$ cat src/rtl/uxa_ps2_deserializer.sv
// PS/2 device-to-host receiver: synchronizes and filters the PS/2 lines, deframes
// 11-bit frames and writes checked bytes into the UXA input FIFO.
module uxa_ps2_deserializer #(
  parameter int unsigned FILTER_LEN = 8,
  parameter int unsigned TIMEOUT    = 50000
) (
  input  logic       sys_clk_i,
  input  logic       sys_reset_n_i,
  input  logic       ps2_clk_i,
  input  logic       ps2_data_i,
  input  logic       full_i,
  output logic [7:0] d_o,
  output logic       we_o,
  output logic       wp_inc_o,
  output logic       parity_err_o,
  output logic       frame_err_o,
  output logic       timeout_o,
  output logic       overrun_o,
  input  logic       overrun_clr_i
);

  typedef enum logic [2:0] {IDLE, DATA, PARITY, STOP, WRITE, INC} state_e;

  logic       clk_s1_q, clk_s2_q, dat_s1_q, dat_s2_q;
  logic       filt_q, filt_d;
  logic [7:0] fcnt_q, fcnt_d;
  logic       fall_w;

  state_e     state_q;
  logic [2:0] bcnt_q;
  logic [7:0] shreg_q;
  logic       par_q;
  logic [15:0] tcnt_q;
  logic [7:0] d_q;
  logic       we_q, wpinc_q, perr_q, ferr_q, tout_q, ovr_q;

  always_ff @(posedge sys_clk_i or negedge sys_reset_n_i) begin
    if (!sys_reset_n_i) begin
      clk_s1_q <= 1'b1;
      clk_s2_q <= 1'b1;
      dat_s1_q <= 1'b1;
      dat_s2_q <= 1'b1;
      filt_q   <= 1'b1;
      fcnt_q   <= '0;
    end else begin
      clk_s1_q <= ps2_clk_i;
      clk_s2_q <= clk_s1_q;
      dat_s1_q <= ps2_data_i;
      dat_s2_q <= dat_s1_q;
      filt_q   <= filt_d;
      fcnt_q   <= fcnt_d;
    end
  end

  // The falling edge is flagged in the cycle the filtered level flips, so the
  // FSM samples data in that same cycle.
  always_comb begin
    filt_d = filt_q;
    fcnt_d = '0;
    fall_w = 1'b0;
    if (clk_s2_q != filt_q) begin
      if (fcnt_q == 8'(FILTER_LEN - 1)) begin
        filt_d = ~filt_q;
        fall_w = filt_q;
      end else begin
        fcnt_d = fcnt_q + 8'd1;
      end
    end
  end

  always_ff @(posedge sys_clk_i or negedge sys_reset_n_i) begin
    if (!sys_reset_n_i) begin
      state_q <= IDLE;
      bcnt_q  <= '0;
      shreg_q <= '0;
      par_q   <= 1'b0;
      tcnt_q  <= '0;
      d_q     <= '0;
      we_q    <= 1'b0;
      wpinc_q <= 1'b0;
      perr_q  <= 1'b0;
      ferr_q  <= 1'b0;
      tout_q  <= 1'b0;
      ovr_q   <= 1'b0;
    end else begin
      we_q    <= 1'b0;
      wpinc_q <= 1'b0;
      perr_q  <= 1'b0;
      ferr_q  <= 1'b0;
      tout_q  <= 1'b0;
      if (overrun_clr_i) ovr_q <= 1'b0;

      case (state_q)
        IDLE: begin
          tcnt_q <= '0;
          if (fall_w) begin
            if (!dat_s2_q) begin
              state_q <= DATA;
              bcnt_q  <= '0;
            end else begin
              ferr_q <= 1'b1;
            end
          end
        end

        DATA, PARITY, STOP: begin
          if (fall_w) begin
            tcnt_q <= '0;
            if (state_q == DATA) begin
              shreg_q[bcnt_q] <= dat_s2_q;
              bcnt_q          <= bcnt_q + 3'd1;
              if (bcnt_q == 3'd7) state_q <= PARITY;
            end else if (state_q == PARITY) begin
              par_q   <= dat_s2_q;
              state_q <= STOP;
            end else if (!dat_s2_q) begin
              ferr_q  <= 1'b1;
              state_q <= IDLE;
            end else if (!(^{shreg_q, par_q})) begin
              perr_q  <= 1'b1;
              state_q <= IDLE;
            end else if (full_i) begin
              ovr_q   <= 1'b1;
              state_q <= IDLE;
            end else begin
              d_q     <= shreg_q;
              we_q    <= 1'b1;
              state_q <= WRITE;
            end
          end else if (tcnt_q == 16'(TIMEOUT - 1)) begin
            tout_q  <= 1'b1;
            tcnt_q  <= '0;
            state_q <= IDLE;
          end else begin
            tcnt_q <= tcnt_q + 16'd1;
          end
        end

        WRITE: begin
          tcnt_q  <= '0;
          wpinc_q <= 1'b1;
          state_q <= INC;
        end

        INC: begin
          tcnt_q  <= '0;
          state_q <= IDLE;
        end

        default: begin
          tcnt_q  <= '0;
          state_q <= IDLE;
        end
      endcase
    end
  end

  assign d_o          = d_q;
  assign we_o         = we_q;
  assign wp_inc_o     = wpinc_q;
  assign parity_err_o = perr_q;
  assign frame_err_o  = ferr_q;
  assign timeout_o    = tout_q;
  assign overrun_o    = ovr_q;

endmodule

$ cat config.mk
export PLATFORM = sky130hd
export DESIGN_NAME = uxa_ps2_deserializer
export DESIGN_NICKNAME = d
export VERILOG_FILES = /design/src/rtl/uxa_ps2_deserializer.sv
export SDC_FILE = /design/constraint.sdc
export NUM_CORES = 1
export LEC_CHECK = 0
export CAP_MARGIN = 20
export CORE_MARGIN = 4
export CORE_UTILIZATION = 45
export DETAILED_ROUTE_END_ITERATION = 10
export PLACE_DENSITY_LB_ADDON = 0.3
export RECOVER_POWER = 50
export SYNTH_ARGS = -nofsm -noshare
export SYNTH_HDL_FRONTEND = slang
export SYNTH_SLANG_ARGS = --single-unit
$ cat constraint.sdc
create_clock -name sys_clk_i -period 3.05 [get_ports sys_clk_i]
set_input_delay 0.4575 -clock sys_clk_i [delete_from_list [all_inputs] [get_ports sys_clk_i]]
set_output_delay 0.4575 -clock sys_clk_i [all_outputs]
set_load 0.005 [all_outputs]
## Word level (Yosys, flattened, before mapping)

Cells that the tools add are included.

| operators by class | value |
|---|---|
| divide/modulo/power cells | 0 |
| multiply operators | 0 |
| add/sub/neg operators | 3 |
| reductions and logical operators | 11 |
| eq/ne operators | 14 |
| order comparisons | 2 |
| shift-type cells | 0 |
| bitwise gates (word level) | 4 |
| multiplexer cells | 58 |

Operator list:

| kind | count |
|---|---|
| $mux W16 | 3 |
| $mux W3 | 14 |
| $mux W1 | 34 |
| $add A16 B1 Y16 const B | 1 |
| $eq A16 B16 Y1 const B | 1 |
| $mux W8 | 2 |
| $pmux W3 S3 | 1 |
| $reduce_xor A9 Y1 | 1 |
| $add A8 B1 Y8 const B | 1 |
| $bwmux W8 | 1 |
| $eq A8 B3 Y1 const B | 1 |
| $ne A2 B2 Y1 const B | 4 |
| $reduce_and A4 Y1 | 2 |
| $reduce_and A7 Y1 | 1 |
| $eq A3 B2 Y1 const B | 2 |
| $eq A3 B3 Y1 const B | 2 |
| $pmux W3 S2 | 1 |
| $reduce_and A5 Y1 | 1 |
| $lt A3 B4 Y1 const B | 1 |
| $ne A4 B4 Y1 const B | 1 |
| $not A1 Y1 | 4 |
| $add A3 B1 Y3 const B | 1 |
| $demux W1 S3 | 1 |
| $eq A3 B1 Y1 const B | 1 |
| other kinds (10) | 10 |

| word-level totals | value |
|---|---|
| word-level logic and storage cells | 110 |
| memories | 0 |
| memory bits (writable) | 0 |
| bits of input ports | 6 |
| memory bits (read-only) | 0 |
| latch bits | 0 |
| register bits | 58 |

## Logic depth before layout (Yosys ltp)

Gate-level depths: netlist of run 1.

| depth | value |
|---|---|
| depth after elaboration | 8 |
| depth in mapped cells | 8 |
| gate-level depth less buffers | 6 |

## Worst setup path after synthesis of run 1

Ideal clock, no wire load.

| timing | value |
|---|---|
| path type | flip-flop to flip-flop |
| start | reg fcnt_q[4] |
| end | reg d_q[0], in the netlist d_o[0] |
| period minus slack after synthesis | 2.337 ns |
| stages on the path, launching flop included | 8 |
| buffers on the path | 2 |
| arrival | 2.212 ns |
| path slack | 0.713 ns |
| required time | 2.925 ns |
| cell sequence | dfrtp_1 > or4_4 > or3_1 > buf_6 > nor3_2 > and2_1 > buf_4 > mux2_2 |

| on the way | value |
|---|---|
| longest elaborated chain between the ends | 4 |

Ends and longest elaborated chain:

| what | RTL line | RTL |
|---|---|---|
| start: declaration | 26 | `logic [7:0] fcnt_q, fcnt_d;` |
| start signal: assignment | 51 | `fcnt_q <= fcnt_d;` |
| $eq A8 B3 Y1 | 62 | `if (fcnt_q == 8'(FILTER_LEN - 1)) begin` |
| $mux W1 | 62 |  |
| $mux W1 | 61 | `if (clk_s2_q != filt_q) begin` |
| $reduce_and A7 Y1 (no source line) | n/a |  |
| end signal: assignment | 126 | `d_q <= shreg_q;` |
| end: declaration | 34 | `logic [7:0] d_q;` |

No other way between the ends.
A chain may end at the register's enable or synchronous reset.

## Final worst setup path of run 1

| timing | value |
|---|---|
| start | reg fcnt_q[5] |
| end | reg d_q[4], in the netlist d_o[4] |

The elaborated chain is that of the path after synthesis.

==> summary.md, run 1 <==
| Metric | Value |
|---|---|
| Outcome | `completed` |
| Initial antenna violation count | `0` |
| Initial core utilization | `47.53%` |
| Final ANT Viol Nets | `0` |
| CTS sink cnt | `58` |
| CTS tree | `yes` |
| Area grow syn2layout | `15.07%` |
| Largest delay share family, worst path | `simple AND/OR/NAND/NOR gates` |
| Layout Utilization | `between 50% and 60%` |
| Reg-to-reg endpoint | `d_o[4]$_DFFE_PN0P_` |
| Slew headroom | `between 20% and 30%` |
| Pre-CTS WS | `415.3 ps` |
| Io pins | `20` |
| Max Cap Viol | `0` |
| Area taken by flip-flops and latches | `about 0.0015 mm²` |
| Tcrit/Tclk final | `85.49%` |
| Final hold vios | `0` |
| Die area | `~0.0073 mm²` |
| Final Max Slew Viols | `0` |
| Num CTS Buffers | `9` |
| Simple-Gate Fraction of Synth Area | `between 20% and 30%` |
| Mean routed wirelength per cell | `between 10 and 15 µm` |
| Slowest CP cell | `or4_4` |
| Sw Ratio | `a little under a quarter` |
| Rows | `27` |
| Worst EP arrival | `2820 ps` |
| Critical Path RT | `between 3000 and 4000 ps` |
| Leakage | `around 1.3 nW` |
| Clk_lat worst skew | `approximately 330 ps` |
| Gr usage total | `between 10% and 20%` |
| CTS HTree Levels | `3` |
| Final worst path period need | `between 2000 and 3000 ps` |
| Global placement routability congestion | `around 0.80` |
| Post-CTS resize count | `0` |
| GR Overflow Total | `0` |
| Drt via density | `between 5 and 6` |
| Final setup vio count | `0` |
| Final non-filler cell total | `340` |
| Post-DP HPWL | `between 3 and 4 mm` |
| Core Region | `approximately 0.0056 mm²` |
| IO Port Bufs | `19` |
| Largest family of logic cells by synthesized area | `simple AND/OR/NAND/NOR gates` |
| EDFF count, synth | `0` |
| Compound-Gate Fraction of Synth Area | `roughly 5.8%` |
| Placed cells | `324` |
| Drt drc | `0` |
| Sw Pwr | `around 350 µW` |
| Largest net degree at the start of global routing | `39` |
| Via count | `1796` |
| CP endpoint kind | `flop` |
| Sequential fraction of the synthesis area | `a little over half` |
| Crit path max fanout | `9` |
| Post-Synth Adder-Cell Area | `1.867%` |
| Xor-xnor portion of the synthesized cell area | `a little under a tenth` |
| Clock power share | `between 30% and 40%` |
| Finished Cell Area | `between 0.003 and 0.004 mm²` |
| Slew @ Worst Pin | `around 1100 ps` |
| Syn_area_per_cell | `approximately 11 µm²` |
| Final worst slack | `~440 ps` |
| Buf+Inv Stages, Crit Path | `0` |
| Synthesis warning total | `0` |
| Clock skew | `approximately 4.8 ps` |
| PD cells | `between 400 and 500 mW/mm²` |
| Synthesized flop and latch total | `58` |
| Share of cells above drive strength 1 | `14.55%` |
| Multi-input gate area | `between 0.001 and 0.0015 mm²` |
| Worst-path clk slew | `60 ps` |
| Async SR Flop Fraction | `between 90% and 100%` |
| Syn_nets | `roughly 250` |
| RSZ-0062 raised after global routing | `no` |
| DR iter-0 viols | `84` |
| Die height | `between 80 and 90 µm` |
| Worst r2r src | `fcnt_q[5]$_DFF_PN0_` |
| Post-Syn Area | `about 0.0027 mm²` |
| Diodes inserted | `0` |
| HP Class | `in -> async` |
| First-pass GRT wire length | `8.038 mm` |
| Hold_ws | `328.0 ps` |
| Drt first pass iters | `4` |
| R2R depth | `5` |
| Worst Setup Path Type | `reg -> reg` |
| Vias in the first global route | `approximately 1800` |
| Placed Area | `~0.003 mm²` |
| Mux share of post-synthesis cell area | `~6.0%` |
| Synthesized netlist cell count | `237` |
| Register-to-register setup slack | `440 ps` |
| Fill count | `490` |
| NumNets Final | `273` |
| Post-CTS setup buffers | `0` |
| Drt total wl | `4.631 mm` |
| Achievable Freq | `between 0.3 and 0.4 GHz` |
| Power Total | `roughly 1.5 mW` |
| Buffer type at the clock tree root | `clkbuf_8` |
| Peak supply drop | `~0.00022 V` |
| Most used flip-flop cell after synthesis | `dfrtp_1` |
| Cell-by-cell trace of the critical path | `or4_4 -> or3_1 -> nor3_2 -> and2_1 -> mux2_2` |
| Comb power frac | `under 10%` |
| Hold buffer count at CTS | `0` |
| Die X | `around 85 µm` |
| Max clock buf depth | `2` |
| Largest stage delay, worst path | `570 ps` |
| Type of element launching the critical path | `flop` |
| Power share of the sequential group | `56.1%` |
| Fin Setup TNS | `0 ps` |
| Synth cell types | `43` |
| Int Pwr | `1.127 mW` |
## cell type report
type                    instances  share of cell area, %
multi-input cells             166                  37.63
well taps                      72                  2.920
clock buffers                  16                  4.866
inverters                       6                 0.7299
flip-flops and latches         58                  47.24
repair buffers                 22                  6.610
## power groups by stage
| stage | sequential [mW] | clock, mW | combinational (mW) |
|---|---|---|---|
| after floorplan | 0.833 | 0 | 0.0483 |
| after global routing | 0.830 | 0.631 | 0.0932 |
| after global placement | 0.837 | 0 | 0.0807 |
| after CTS | 0.826 | 0.586 | 0.0834 |
| final | 0.826 | 0.568 | 0.0799 |
| after detailed placement | 0.839 | 0 | 0.0823 |
## worst register-to-register path: stages, from the launching register on
cell	delay [ps]
dfrtp_1	430
or4_4	570
or3_1	470
nor3_2	230
and2_1	400
mux2_2	390
## state kept, by name (all words and copies together) (netlist names)
register      count
bcnt_q            3
clk_s1_q          1
clk_s2_q          1
d_o               8
dat_s1_q          1
dat_s2_q          1
fcnt_q            8
filt_q            1
frame_err_o       1
overrun_o         1
par_q             1
parity_err_o      1
shreg_q           8
state_q           3
tcnt_q           16
timeout_o         1
we_o              1
wp_inc_o          1
## placed cells by master, fill, tap and decap left out, types with 3 or more instances in the layout
| cell type | count |
|---|---|
| xnor2_1 | 15 |
| nor3_1 | 6 |
| o21ai_0 | 10 |
| clkdlybuf4s50_1 | 15 |
| nor2_1 | 29 |
| nand2_1 | 7 |
| xor2_1 | 10 |
| mux2_2 | 12 |
| inv_1 | 6 |
| a21oi_1 | 6 |
| nand3_1 | 14 |
| nand2b_1 | 5 |
| dfstp_2 | 5 |
| clkbuf_8 | 9 |
| or3_1 | 6 |
| clkbuf_1 | 8 |
| dfrtp_1 | 53 |
| dlygate4sd3_1 | 3 |
| ha_1 | 4 |
| and3_1 | 6 |
| o31ai_1 | 5 |
## cell families after synthesis
family                   after synthesis
XOR/XNOR                              26
flip-flops                            58
adder cells (fa/ha/maj)                4
AND/OR/NAND/NOR                       97
AO/OA/AOI/OAI                         25
multiplexers                          14
buffers and inverters                 13
## cell usage after synthesis, types with 3 or more instances
cell type   n  share of area (%)
dfrtp_1    53                 49
nor2_1     29                4.1
xnor2_1    15                4.9
nand3_1    14                2.6
mux2_2     12                5.0
o21ai_0    10                1.9
xor2_1     10                3.3
nand2_1     7               0.98
a21oi_1     6                1.1
and3_1      6                1.4
inv_1       6               0.84
nor3_1      6                1.1
or3_1       6                1.4
dfstp_2     5                4.9
nand2b_1    5                1.2
o31ai_1     5                1.4
ha_1        4                1.9
and2_1      3               0.70
clkbuf_1    3               0.42
## per-layer routing
metal	track usage (%)	part of all wire, %	wire length, µm	vias to the layer above
met4	6.906	2.1	99	0
met2	22.10	48	2237	23
li1	-	-	-	890
met5	0	0	0	-
met3	3.010	3.3	155	11
met1	18.31	46	2139	872
## worst max path at each step
stage	depth (start not counted)	startpoint	to
3_3_place_gp	5	fcnt_q[4]$_DFF_PN0_	d_o[5]$_DFFE_PN0P_
2_1_floorplan	7	fcnt_q[4]$_DFF_PN0_	d_o[0]$_DFFE_PN0P_
5_1_grt	5	fcnt_q[5]$_DFF_PN0_	d_o[4]$_DFFE_PN0P_
3_5_place_dp	5	fcnt_q[5]$_DFF_PN0_	d_o[4]$_DFFE_PN0P_
6_report	5	fcnt_q[5]$_DFF_PN0_	d_o[4]$_DFFE_PN0P_
4_1_cts	5	fcnt_q[5]$_DFF_PN0_	d_o[4]$_DFFE_PN0P_
Power figures use the tool's default switching activity.
==> inputs of run 2 (changes only) <==
- CORE_UTILIZATION: 45 -> 40
==> run 2 against run 1 <==
  * Combinational power down 0.9%
  * First-iteration DRC count grew 8.3%
  * Wire length up 0.84%
  * Sequential share of layout area shrank 1.2 points
  * Die area rose by 11%
  * Design area rose by 2.6%
  * Clock power up 31%
  * Total power is 12% higher
  * Largest cell class unchanged
==> summary.md, run 2 (same netlist as run 1, synthesis figures left out) <==
| Metric | Value |
|---|---|
| Die X | `89.88 µm (was 85.19 µm)` |
| Buffer type at the clock tree root | `clkbuf_8 (unchanged)` |
| Power share of the sequential group | `50.1% (was 56.1%)` |
| Post-CTS setup buffers | `0 (unchanged)` |
| Fill count | `590 (was 490)` |
| Mean routed wirelength per cell | `13.46 µm (was 13.62 µm)` |
| Tcrit/Tclk final | `85.03% (was 85.49%)` |
| Slew @ Worst Pin | `1288 ps (was 1123 ps)` |
| Sw Pwr | `371.1 µW (was 346.9 µW)` |
| Final hold vios | `0 (unchanged)` |
| Clock power share | `45.1% (was 38.5%)` |
| GRT met1 Usage | `15.71% (was 18.31%)` |
| NumNets Final | `275 (was 273)` |
| Vias in the first global route | `1795 (was 1756)` |
| Drt drc | `0 (unchanged)` |
| PD cells | `520.3 mW/mm² (was 477.6 mW/mm²)` |
| Final worst path period need | `2593 ps (was 2607 ps)` |
| Post-CTS resize count | `0 (unchanged)` |
| Hold buffer count at CTS | `0 (unchanged)` |
| Slew headroom | `14.13% (was 25.12%)` |
| RSZ-0062 raised after global routing | `no (unchanged)` |
| Initial antenna violation count | `0 (unchanged)` |
| Crit path max fanout | `9 (unchanged)` |
| Post-DP HPWL | `3.223 mm (was 3.224 mm)` |
| Comb power frac | `4.8% (was 5.4%)` |
| Gr usage total | `13.05% (was 14.03%)` |
| Rows | `29 (was 27)` |
| Peak supply drop | `0.0004014 V (was 0.0002188 V)` |
| Most common cell after layout, fill and taps aside | `dfrtp_1 (unchanged)` |
| Type of element launching the critical path | `flop (unchanged)` |
| Area grow syn2layout | `18.01% (was 15.07%)` |
| Achievable Freq | `0.3856 GHz (was 0.3835 GHz)` |
| Largest net degree at the start of global routing | `50 (was 39)` |
| CP endpoint kind | `flop (unchanged)` |
| Gr busiest metal | `met2 (unchanged)` |
| Fin Setup TNS | `0 ps (unchanged)` |
| Final ANT Viol Nets | `0 (unchanged)` |
| Diodes inserted | `0 (unchanged)` |
| Max clock buf depth | `2 (unchanged)` |
| HP Class | `reg -> reg (was in -> async)` |
| Leakage | `1.348 nW (was 1.313 nW)` |
| Outcome | `completed (unchanged)` |
| Slowest CP cell | `or4_4 (unchanged)` |
| Worst EP arrival | `2800 ps (was 2820 ps)` |
| Initial core utilization | `41.75% (was 47.53%)` |
| Die area | `0.008078 mm² (was 0.007257 mm²)` |
| IO Port Bufs | `19 (unchanged)` |
| First-pass GRT wire length | `8.500 mm (was 8.038 mm)` |
| Num CTS Buffers | `9 (unchanged)` |
| GR Overflow Total | `0 (unchanged)` |
| Drt total wl | `4.670 mm (was 4.631 mm)` |
| Final setup vio count | `0 (unchanged)` |
| Worst-path clk slew | `70 ps (was 60 ps)` |
| Sw Ratio | `22.54% (was 23.54%)` |
| Via count | `1787 (was 1796)` |
| Critical Path RT | `3260 ps (about the same)` |
| CTS HTree Levels | `3 (unchanged)` |
| Largest stage delay, worst path | `560 ps (was 570 ps)` |
| Largest reg by FF count | `tcnt_q (unchanged)` |
| Global placement routability congestion | `0.7700 (was 0.7954)` |
| Io pins | `20 (unchanged)` |
| CTS tree | `yes (unchanged)` |
| Max Cap Viol | `0 (unchanged)` |
| Max reg flops | `16 (unchanged)` |
| Final worst slack | `456.6 ps (was 442.6 ps)` |
| CTS sink cnt | `58 (unchanged)` |
| Share of cells above drive strength 1 | `16.67% (was 14.55%)` |
| Core Region | `0.006422 mm² (was 0.005642 mm²)` |
| Met2 Usage GRT | `22.06% (was 22.10%)` |
| Clock skew | `8.002 ps (was 4.754 ps)` |
| Final Max Slew Viols | `0 (unchanged)` |
| Worst Setup Path Type | `reg -> reg (unchanged)` |
| Clk_lat worst skew | `320 ps (was 330 ps)` |
| Power Total | `1.646 mW (was 1.474 mW)` |
| Die height | `89.88 µm (was 85.19 µm)` |
| Most frequent cells in the layout | `dfrtp_1 (53), nor2_1 (29), xnor2_1 (15), clkdlybuf4s50_1 (15), nand3_1 (14) (unchanged)` |
| Cell-by-cell trace of the critical path | `or4_4 -> or3_1 -> nor3_2 -> and2_1 -> mux2_2 (unchanged)` |
| Int Pwr | `1.275 mW (was 1.127 mW)` |
| Drt first pass iters | `4 (unchanged)` |
| Global routing usage on met3 | `4.174% (was 3.010%)` |
| Pre-CTS WS | `434.7 ps (was 415.3 ps)` |
| Drt via density | `5.150 (was 5.282)` |
| DR iter-0 viols | `91 (was 84)` |
-- run 2: cell count changes in the layout (fill, tap and decap cells not counted) --
cell,change
clkinv_4,+1
and2_1,-1
clkbuf_1,-4
clkbuf_8,+3
clkinvlp_4,+1
and2_0,+1
bufinv_16,+1
-- run 2: path summary, 6_finish.rpt --
check,depth (start not counted),startpoint,slack [ps],endpoint
hold reg to reg,0,clk_s1_q$_DFF_PN1_,360,clk_s2_q$_DFF_PN1_
max in group asynchronous,3,sys_reset_n_i,720,dat_s2_q$_DFF_PN1_
setup reg to reg,5,fcnt_q[5]$_DFF_PN0_,460,d_o[6]$_DFFE_PN0P_
min in group asynchronous,1,sys_reset_n_i,400,bcnt_q[0]$_DFFE_PN0P_
setup / recovery,5,fcnt_q[5]$_DFF_PN0_,460,d_o[6]$_DFFE_PN0P_
hold / removal,0,clk_s1_q$_DFF_PN1_,360,clk_s2_q$_DFF_PN1_
-- run 2: power groups by stage --
stage | logic, mW | registers, mW | clock network, mW
after global placement | 0.0843 | 0.837 | 0
final | 0.0792 | 0.825 | 0.743
after CTS | 0.0831 | 0.824 | 0.770
after global routing | 0.0915 | 0.828 | 0.813
after detailed placement | 0.0826 | 0.838 | 0
after floorplan | 0.0483 | 0.833 | 0
-- run 2: area by class of cell --
class / instances / area (µm²) / area share [%]
inverters: 6 / 22.52 / 0.7117
flip-flops and latches: 58 / 1458 / 46.07
well taps: 77 / 96.34 / 3.045
repair buffers: 24 / 211.5 / 6.682
clock inverters: 3 / 46.29 / 1.463
clock buffers: 13 / 168.9 / 5.338
multi-input cells: 166 / 1161 / 36.69
-- run 2: critical path: cells and delay by family (launching register included) --
family	cells	cell delay, ps
flops	1	420
simple gates	4	1670
mux	1	380
-- run 2: routing by layer --
layer	vias to the layer above	routed length, µm
met5	-	0
li1	888	-
met2	28	2265
met1	864	2137
met3	7	205
met4	0	61
-- run 2: through the flow --
stage | hold WS (ps) | cell area (µm²) | cells | util, %
after floorplan | 161.9 | 2681 | 237 | -
after global placement | 346.4 | 2953 | 330 | 45.98
after detailed placement | 350.8 | 2953 | 330 | 45.98
after CTS | 359.4 | 3168 | 346 | 49.33
after global routing | 363.4 | 3164 | 347 | 49.27
final | 358.3 | 3164 | 347 | 49.27
